==> src/rtl/tp_pkg.sv <==
// Shared types and helpers for the timing-pulse sequencer.
package tp_pkg;

    typedef enum logic {
        IDLE = 1'b0,
        RUN  = 1'b1
    } state_t;

    localparam int TP_MAX = 32;

    function automatic logic [TP_MAX-1:0] onehot(input int unsigned idx);
        return TP_MAX'(1) << idx;
    endfunction

endpackage

==> src/rtl/tp_ring_counter.sv <==
// Pulse index register with a registered one-hot decode; clr/rst blank the pulse, load0 restarts at TP1.
module tp_ring_counter
    import tp_pkg::*;
#(
    parameter int NUM_PULSES = 12,
    parameter int IDX_W      = $clog2(NUM_PULSES)
) (
    input  logic                  clk,
    input  logic                  rst,
    input  logic                  load0,
    input  logic                  inc,
    input  logic                  clr,
    output logic [IDX_W-1:0]      index,
    output logic [NUM_PULSES-1:0] onehot
);

    // The local port shadows the package helper, so the helper is called by its scoped name.
    always_ff @(posedge clk) begin
        if (rst || clr) begin
            index  <= '0;
            onehot <= '0;
        end else if (load0) begin
            index  <= '0;
            onehot <= NUM_PULSES'(tp_pkg::onehot(32'd0));
        end else if (inc) begin
            index  <= index + IDX_W'(1);
            onehot <= NUM_PULSES'(tp_pkg::onehot(32'(index) + 32'd1));
        end
    end

endmodule

==> src/rtl/timepulse_sequencer.sv <==
// One-hot timing-pulse train generator (one MCT = NUM_PULSES pulses) with run/stall/step control.
// Optional MCT counter enabled by defining MCT_COUNTER_EN.
module timepulse_sequencer
    import tp_pkg::*;
#(
    parameter int  NUM_PULSES = 12,
    parameter int  CNT_W      = 16,
    localparam int IDX_W      = $clog2(NUM_PULSES)
) (
    input  logic                  clk,
    input  logic                  rst,
    input  logic                  run,
    input  logic                  stall,
    input  logic                  step_mode,
    input  logic                  step,
    output logic [NUM_PULSES-1:0] tp,
    output logic [IDX_W-1:0]      tp_index,
    output logic                  busy,
    output logic                  mct_done,
    output logic [CNT_W-1:0]      mct_count
);

    state_t state_q, state_d;
    logic   load0, inc, clr, done_d;
    logic   done_q, busy_q;
    logic   advance, last;

    logic [IDX_W-1:0]      idx;
    logic [NUM_PULSES-1:0] oh;

    tp_ring_counter #(
        .NUM_PULSES (NUM_PULSES),
        .IDX_W      (IDX_W)
    ) u_ring (
        .clk    (clk),
        .rst    (rst),
        .load0  (load0),
        .inc    (inc),
        .clr    (clr),
        .index  (idx),
        .onehot (oh)
    );

    // A step coincident with stall is dropped, not remembered.
    assign advance = !stall && (!step_mode || step);
    assign last    = (idx == IDX_W'(NUM_PULSES - 1));

    always_comb begin
        state_d = state_q;
        load0   = 1'b0;
        inc     = 1'b0;
        clr     = 1'b0;
        done_d  = 1'b0;
        case (state_q)
            IDLE: begin
                if (run && advance) begin
                    state_d = RUN;
                    load0   = 1'b1;
                end
            end
            RUN: begin
                if (advance) begin
                    if (!last) begin
                        inc = 1'b1;
                    end else begin
                        done_d = 1'b1;
                        if (run) begin
                            load0 = 1'b1;
                        end else begin
                            clr     = 1'b1;
                            state_d = IDLE;
                        end
                    end
                end
            end
            default: begin
                clr     = 1'b1;
                state_d = IDLE;
            end
        endcase
    end

    always_ff @(posedge clk) begin
        if (rst) begin
            state_q <= IDLE;
            done_q  <= 1'b0;
            busy_q  <= 1'b0;
        end else begin
            state_q <= state_d;
            done_q  <= done_d;
            busy_q  <= (state_d == RUN);
        end
    end

    assign tp       = oh;
    assign tp_index = idx;
    assign busy     = busy_q;
    assign mct_done = done_q;

`ifdef MCT_COUNTER_EN
    logic [CNT_W-1:0] cnt_q;

    always_ff @(posedge clk) begin
        if (rst) begin
            cnt_q <= '0;
        end else if (done_d) begin
            cnt_q <= cnt_q + CNT_W'(1);
        end
    end

    assign mct_count = cnt_q;
`else
    assign mct_count = '0;
`endif

endmodule

==> config.mk <==
export PLATFORM = sky130hd
export DESIGN_NAME = timepulse_sequencer
export DESIGN_NICKNAME = d
export VERILOG_FILES = /design/src/rtl/tp_pkg.sv /design/src/rtl/tp_ring_counter.sv /design/src/rtl/timepulse_sequencer.sv
export SDC_FILE = /design/constraint.sdc
export NUM_CORES = 1
export LEC_CHECK = 0
export CAP_MARGIN = 20
export CORE_ASPECT_RATIO = 0.6
export CORE_MARGIN = 2
export CORE_UTILIZATION = 42
export DETAILED_ROUTE_END_ITERATION = 7
export PLACE_DENSITY = 0.86
export SLEW_MARGIN = 0
export SYNTH_ARGS = -nofsm -noshare
export SYNTH_HDL_FRONTEND = slang
export SYNTH_HIERARCHICAL = 1
export SYNTH_SLANG_ARGS = --single-unit
export TNS_END_PERCENT = 100
==> constraint.sdc <==
create_clock -name clk -period 2.5 [get_ports clk]
set_input_delay 0.5 -clock clk [delete_from_list [all_inputs] [get_ports clk]]
set_output_delay 0.5 -clock clk [all_outputs]
set_load 0.05 [all_outputs]
-- Yosys cells after proc, flatten, opt, wreduce, memory -nomap -nowiden
Cells that the tools add are included.
- add/sub/neg operators: 2
- equality and inequality tests: 1
- shifts and indexed selects: 1
- multiplexer cells: 18
- bitwise logic cells: 2
- reductions and logical operators: 9
- operators by type and width (kind ; count):
    1-bit two-way mux ; 16
    1-bit by 5-bit left shift with 12-bit output, first input constant ; 1
    4-bit by 1-bit adder with 5-bit output, second input constant ; 1
    4-bit by 1-bit adder with 4-bit output, second input constant ; 1
    4-bit equality test, second input constant ; 1
    1-bit one-hot mux with 2 select lines ; 2
    3-bit OR reduction ; 1
    1-bit logical AND ; 2
    1-bit zero test ; 2
    1-bit logical OR ; 2
    1-bit inverter ; 2
    2-bit nonzero test ; 1
    2-bit OR reduction ; 1
- register bits after elaboration: 18
- output and inout port bits: 34
- logic and storage cells: 38

-- Depth between registers and ports, before layout
Gate-level depths: netlist (run 1).
- word-level depth: 7
- gate-level depth with buffers: 6
- depth with buffers taken out: 6

-- Cells and area by module
The synthesis (run 1) kept the hierarchy.
- by module, submodules not included (module ; times used ; cells an instance ; area an instance (µm²)):
    tp_ring_counter ; 1 ; 79 ; 729.4
    timepulse_sequencer ; 1 ; 30 ; 256.5

-- Worst setup path after synthesis (run 1)
Ideal clock, no wire load.
- path kind: flip-flop to flip-flop
- from: reg u_ring.index[0]
- to: reg u_ring.index[0]
- arrival time: 2.075 ns
- slack: 0.297 ns
- stages on the path, launching flop included: 7
- buffers on the path: 1
- clock period less this slack: 2.203 ns
- path through: dfxtp_1 > nand4b_4 > or4b_4 > nor2_1 > or3_1 > clkbuf_1 > nor2_1
- longest elaborated chain between the ends: 6
- elaborated cells on any way between the ends: 13
- classes of those cells: add/sub: 1; eq/ne: 1; mux: 9; reduce/logical: 2
- ends and longest elaborated chain (what ; line ; source):
    from (decl) ; tp_ring_counter.sv:13 ; output logic [IDX_W-1:0] index,
    from (signal assigned) ; tp_ring_counter.sv:26 ; index <= index + IDX_W'(1);
    4-bit equality test ; timepulse_sequencer.sv:46 ; assign last = (idx == IDX_W'(NUM_PULSES - 1));
    1-bit two-way mux ; timepulse_sequencer.sv:63 ; if (!last) begin
    1-bit two-way mux ; timepulse_sequencer.sv:62 ; if (advance) begin
    1-bit two-way mux ; timepulse_sequencer.sv:54 ; case (state_q)
    named net clr ; timepulse_sequencer.sv:24 ; logic load0, inc, clr, done_d;
    1-bit logical OR ; tp_ring_counter.sv:19 ; if (rst || clr) begin
    2-bit OR reduction (no line) ; -- ;
The timed path passes the listed nets, and every way through them passes these cells.
A chain may end at the register's enable or synchronous reset.

-- Worst setup path after layout (run 1)
- from: reg u_ring.index[0]
- to: out tp_index[0]
- RTL lines (what ; line ; source):
    to (decl) ; timepulse_sequencer.sv:17 ; output logic [IDX_W-1:0] tp_index,
No word-level cell between the ends.

==> flow_results.org, run 1 <==
** Floorplan
- Number of core rows :: 13
- X dimension of the die :: 66.6 um
- The initial utilization of the core area, before any placement, comes to 44.9%.
- The die covers 2760 sq um.
- Pin placement for this block handled 40 I/O pins.
- The die is 41.5 um tall.
- Core footprint :: 2200 sq um

** Synthesis
- Dominant combinational cell family by area after synthesis :: simple AND/OR/NAND/NOR gates
- Synthesis instantiated 33 different standard cells from the library.
- Register bit count reported by yosys :: 18
- Post-synthesis average cell area :: 9.05 sq um
- Netlist area before placement :: 986 sq um
- The synthesized netlist devotes 2.66% of its cell area to XOR and XNOR gates.
- In the synthesized netlist the async set-or-reset flop fraction comes to 0%.
- Multiplexer share of the synthesized area :: 5.08%
- Commonest register cell after synthesis :: sky130_fd_sc_hd__dfxtp_1
- Cell count after synthesis :: 109
- The synthesized netlist devotes 22.2% of its cell area to simple gates.
- Summing the areas of all compound-gate instances in the mapped netlist gives 12.2% of the synthesized area.
- Adder and majority cell fraction of the synthesized area :: 6.35%
- Number of enable-type register cells in the synthesized netlist :: 0
- For this run, the register share of the synthesized area comes to 36.5%.
- Yosys printed 6 warnings.

** Timing
- Period Utilization, post-route :: 90.5%
- TNS Setup :: 0 ps
- Hold Fails Final Rpt :: 0
- Setup repair after global routing left no endpoint under its margin.
- At the pin with the least slew margin, the transition time is 536 ps.
- Setup violations remaining at the end of the flow were counted as 0.
- Measured against its own limit, the worst slew margin works out to 63.9%.
- The final-report max-slew violation count came to 0.
- The smallest clock period supported by the final layout is computed as 2260 ps.
- Smallest setup slack after layout :: 237 ps
- Maximum operating frequency :: 442 MHz
- On the final layout, the worst hold slack is 466 ps.
- Between clock sinks in the finished design, the worst skew comes to 1.36 ps.

** Worst setup path
- Highest-delay cell along the critical path :: sky130_fd_sc_hd__clkdlybuf4s50_1
- Cell-by-cell listing of the critical path :: clkdlybuf4s50_1
- Worst Path Max Fanout :: 10
- STA classifies the critical path startpoint as a flip-flop.
- Worst R2R Setup Slack :: 480 ps
- Crit path largest cell delay :: 900 ps
- Crit path DAT :: 1760 ps
- Setup Crit Path Kind :: reg2out
- Among cell families on the critical path, the largest total delay comes from buffers and inverters.
- STA puts the critical path data required time at 2000 ps.
- Together, buffers and inverters on the worst path number 1.
- Crit. End Element :: output port

** Clock network
- The cell sitting at the root of the clock tree is a sky130_fd_sc_hd__clkbuf_8.
- Once the clock tree was built, the setup fixing pass inserted 0 buffers.
- In this run the number of H-tree levels came out at 1.
- Hold buffer count at cts :: 0
- TritonCTS clock tree :: yes
- Number of gates resized after CTS :: 0
- Number of buffers on the longest clock path :: 2
- Clock transition at the registers of the reported paths :: 70 ps
- Number of buffers added by the clock tree synthesis step :: 3
- CTS saw 18 sinks.
- Clock latency on the worst-skew pair :: 250 ps

** Pwr
- Sum of internal, switching and leakage power :: 643 uW
- In this run, the combinational gates consume 17.4% of the power.
- Net switching is 29.1% of the power.
- In this run the power density over the cells is 514 nW/um^2.
- In this run, the clock network consumes 36.7% of the power.
- Peak supply drop :: 229 uV
- Cell internal pwr :: 456 uW
- Registers are responsible for 45.9% of the overall power.
- The analysis attributes to net switching a power of 187 uW.
- The analysis attributes to cell leakage a power of 0.000505 uW.

** Placed design
- Number of buffer cells added on primary ports :: 23
- At the placement stage, the worst setup path has a slack of 190 ps.
- Placer's final routability congestion estimate :: 0.738
- Dpl hpwl :: 1550 um

** Final layout
- Fraction of final layout cells sized beyond drive strength 1 :: 9.63%
- In the final layout, the multi-input gates occupy 538 sq um.
- Fin nets :: 147
- Number of diodes :: 0
- Across the whole layout, storage elements account for 360 sq um.
- Synth-to-layout area growth :: 26.9%
- Filler cells :: 195

** Detailed routing
- Vias per Instance :: 4.88
- First-pass detailed-route iteration total :: 4
- Remaining antenna violation count :: 0
- Vias :: 805
- Drt drc :: 0
- Routed WL :: 2060 um
- After the first detailed-routing iteration, the DRC count stood at 33.
- After detailed routing, the average wire length per cell comes to 12.5 um.

** GRT
- Pin count of the biggest net entering global routing :: 14
- Overall global routing resource usage :: 17.1%
- The first global-routing pass estimated 3510 um of wire.
- The via count of the first global-routing pass was 750.
- Initial antenna violation count :: 0
- Overall overflow remaining after global route :: 0

** Min path
- Classification of the worst-slack hold path :: reg2reg

** Run
- Max-Cap Viols :: 0

** Status
- Run status :: finished clean
## metal layers
metal  part of all wire, %  global-route usage (%)  vias up  wire (um)
met5                     0                       0        -          0
met4                     0                    5.31        0          0
met3                   7.9                    7.32        0        163
met2                    45                    24.8       38        930
met1                    47                    22.8      372        964
li1                      -                       -      395          -
## flip-flops by register name, summed over array words and instances (netlist names)
signal         count
u_ring/index       4
busy               1
u_ring/onehot     12
mct_done           1
## kinds of logic after synthesis
kind of cell / count (synthesis)
simple gates: 39
buf+inv: 22
flops: 18
compound gates: 16
fa+ha+maj: 5
mux: 5
xor+xnor: 3
other cells: 1
## area by class of cell
class / count / share of cell area (%)
timing repair buffer: 25 / 19.6
tap: 30 / 3.00
sequential: 18 / 28.8
multi-input combinational: 84 / 43.0
clock buffer: 4 / 4.40
inverter: 4 / 1.20
## cells in the mapped netlist (all sizes together) (2+ instances only)
cell,count,area (sq um)
a21oi,7,35.0
a32oi,3,26.3
buf,17,125
dfxtp,18,360
ha,5,62.6
inv,4,15.0
mux2i,5,50.1
nand2,7,26.3
nand3,6,30.0
nand4b,2,32.5
nor2,15,56.3
xnor2,2,17.5
## worst paths after layout
path                                         end  cells past startpoint             start
worst min-delay path            u_ring/onehot[7]                      2  u_ring/onehot[7]
worst min register to register  u_ring/onehot[7]                      2  u_ring/onehot[7]
worst max register to register  u_ring/onehot[3]                      6   u_ring/index[0]
worst max-delay path                 tp_index[0]                      1   u_ring/index[0]
## stage by stage
stage	area [sq um]	cells	utilization, %
floorplan	1040	124	-
global placement	1200	161	54.5
detailed placement	1200	161	54.5
CTS	1250	165	57.0
global route	1250	165	57.0
finish	1250	165	57.0
## power by group through the flow
stage / logic (uW) / clock network (uW) / registers, uW
after CTS: 111 / 243 / 295
after detailed placement: 111 / 0 / 302
final: 112 / 236 / 295
after global placement: 109 / 0 / 301
after global routing: 118 / 262 / 296
after floorplan: 93.6 / 0 / 315
## layout by cell type, fill, tap and decap left out, types with 2 or more instances in the layout
cell                              synthesis  final
sky130_fd_sc_hd__nand2_1                  7      7
sky130_fd_sc_hd__a21oi_1                  7      7
sky130_fd_sc_hd__nand3_1                  6      6
sky130_fd_sc_hd__buf_4                   16      2
sky130_fd_sc_hd__ha_1                     5      5
sky130_fd_sc_hd__clkdlybuf4s50_1          0     23
sky130_fd_sc_hd__nor2_1                  15     15
sky130_fd_sc_hd__a32oi_1                  3      3
sky130_fd_sc_hd__dfxtp_1                 18     18
sky130_fd_sc_hd__conb_1                   1     16
sky130_fd_sc_hd__inv_1                    3      3
sky130_fd_sc_hd__mux2i_1                  5      5
sky130_fd_sc_hd__xnor2_1                  2      2
sky130_fd_sc_hd__clkbuf_8                 0      4
(Power assumes the default switching activity.)
==> run 2: changes to the inputs <==
--- a/config.mk
+++ b/config.mk
@@ -11,9 +11,8 @@
 export CORE_UTILIZATION = 42
 export DETAILED_ROUTE_END_ITERATION = 7
 export PLACE_DENSITY = 0.86
-export SLEW_MARGIN = 0
 export SYNTH_ARGS = -nofsm -noshare
 export SYNTH_HDL_FRONTEND = slang
 export SYNTH_HIERARCHICAL = 1
 export SYNTH_SLANG_ARGS = --single-unit
-export TNS_END_PERCENT = 100
+export TNS_END_PERCENT = 5
==> results of run 2 <==
No change in the layout: final DEF, timing and power equal those of run 1.
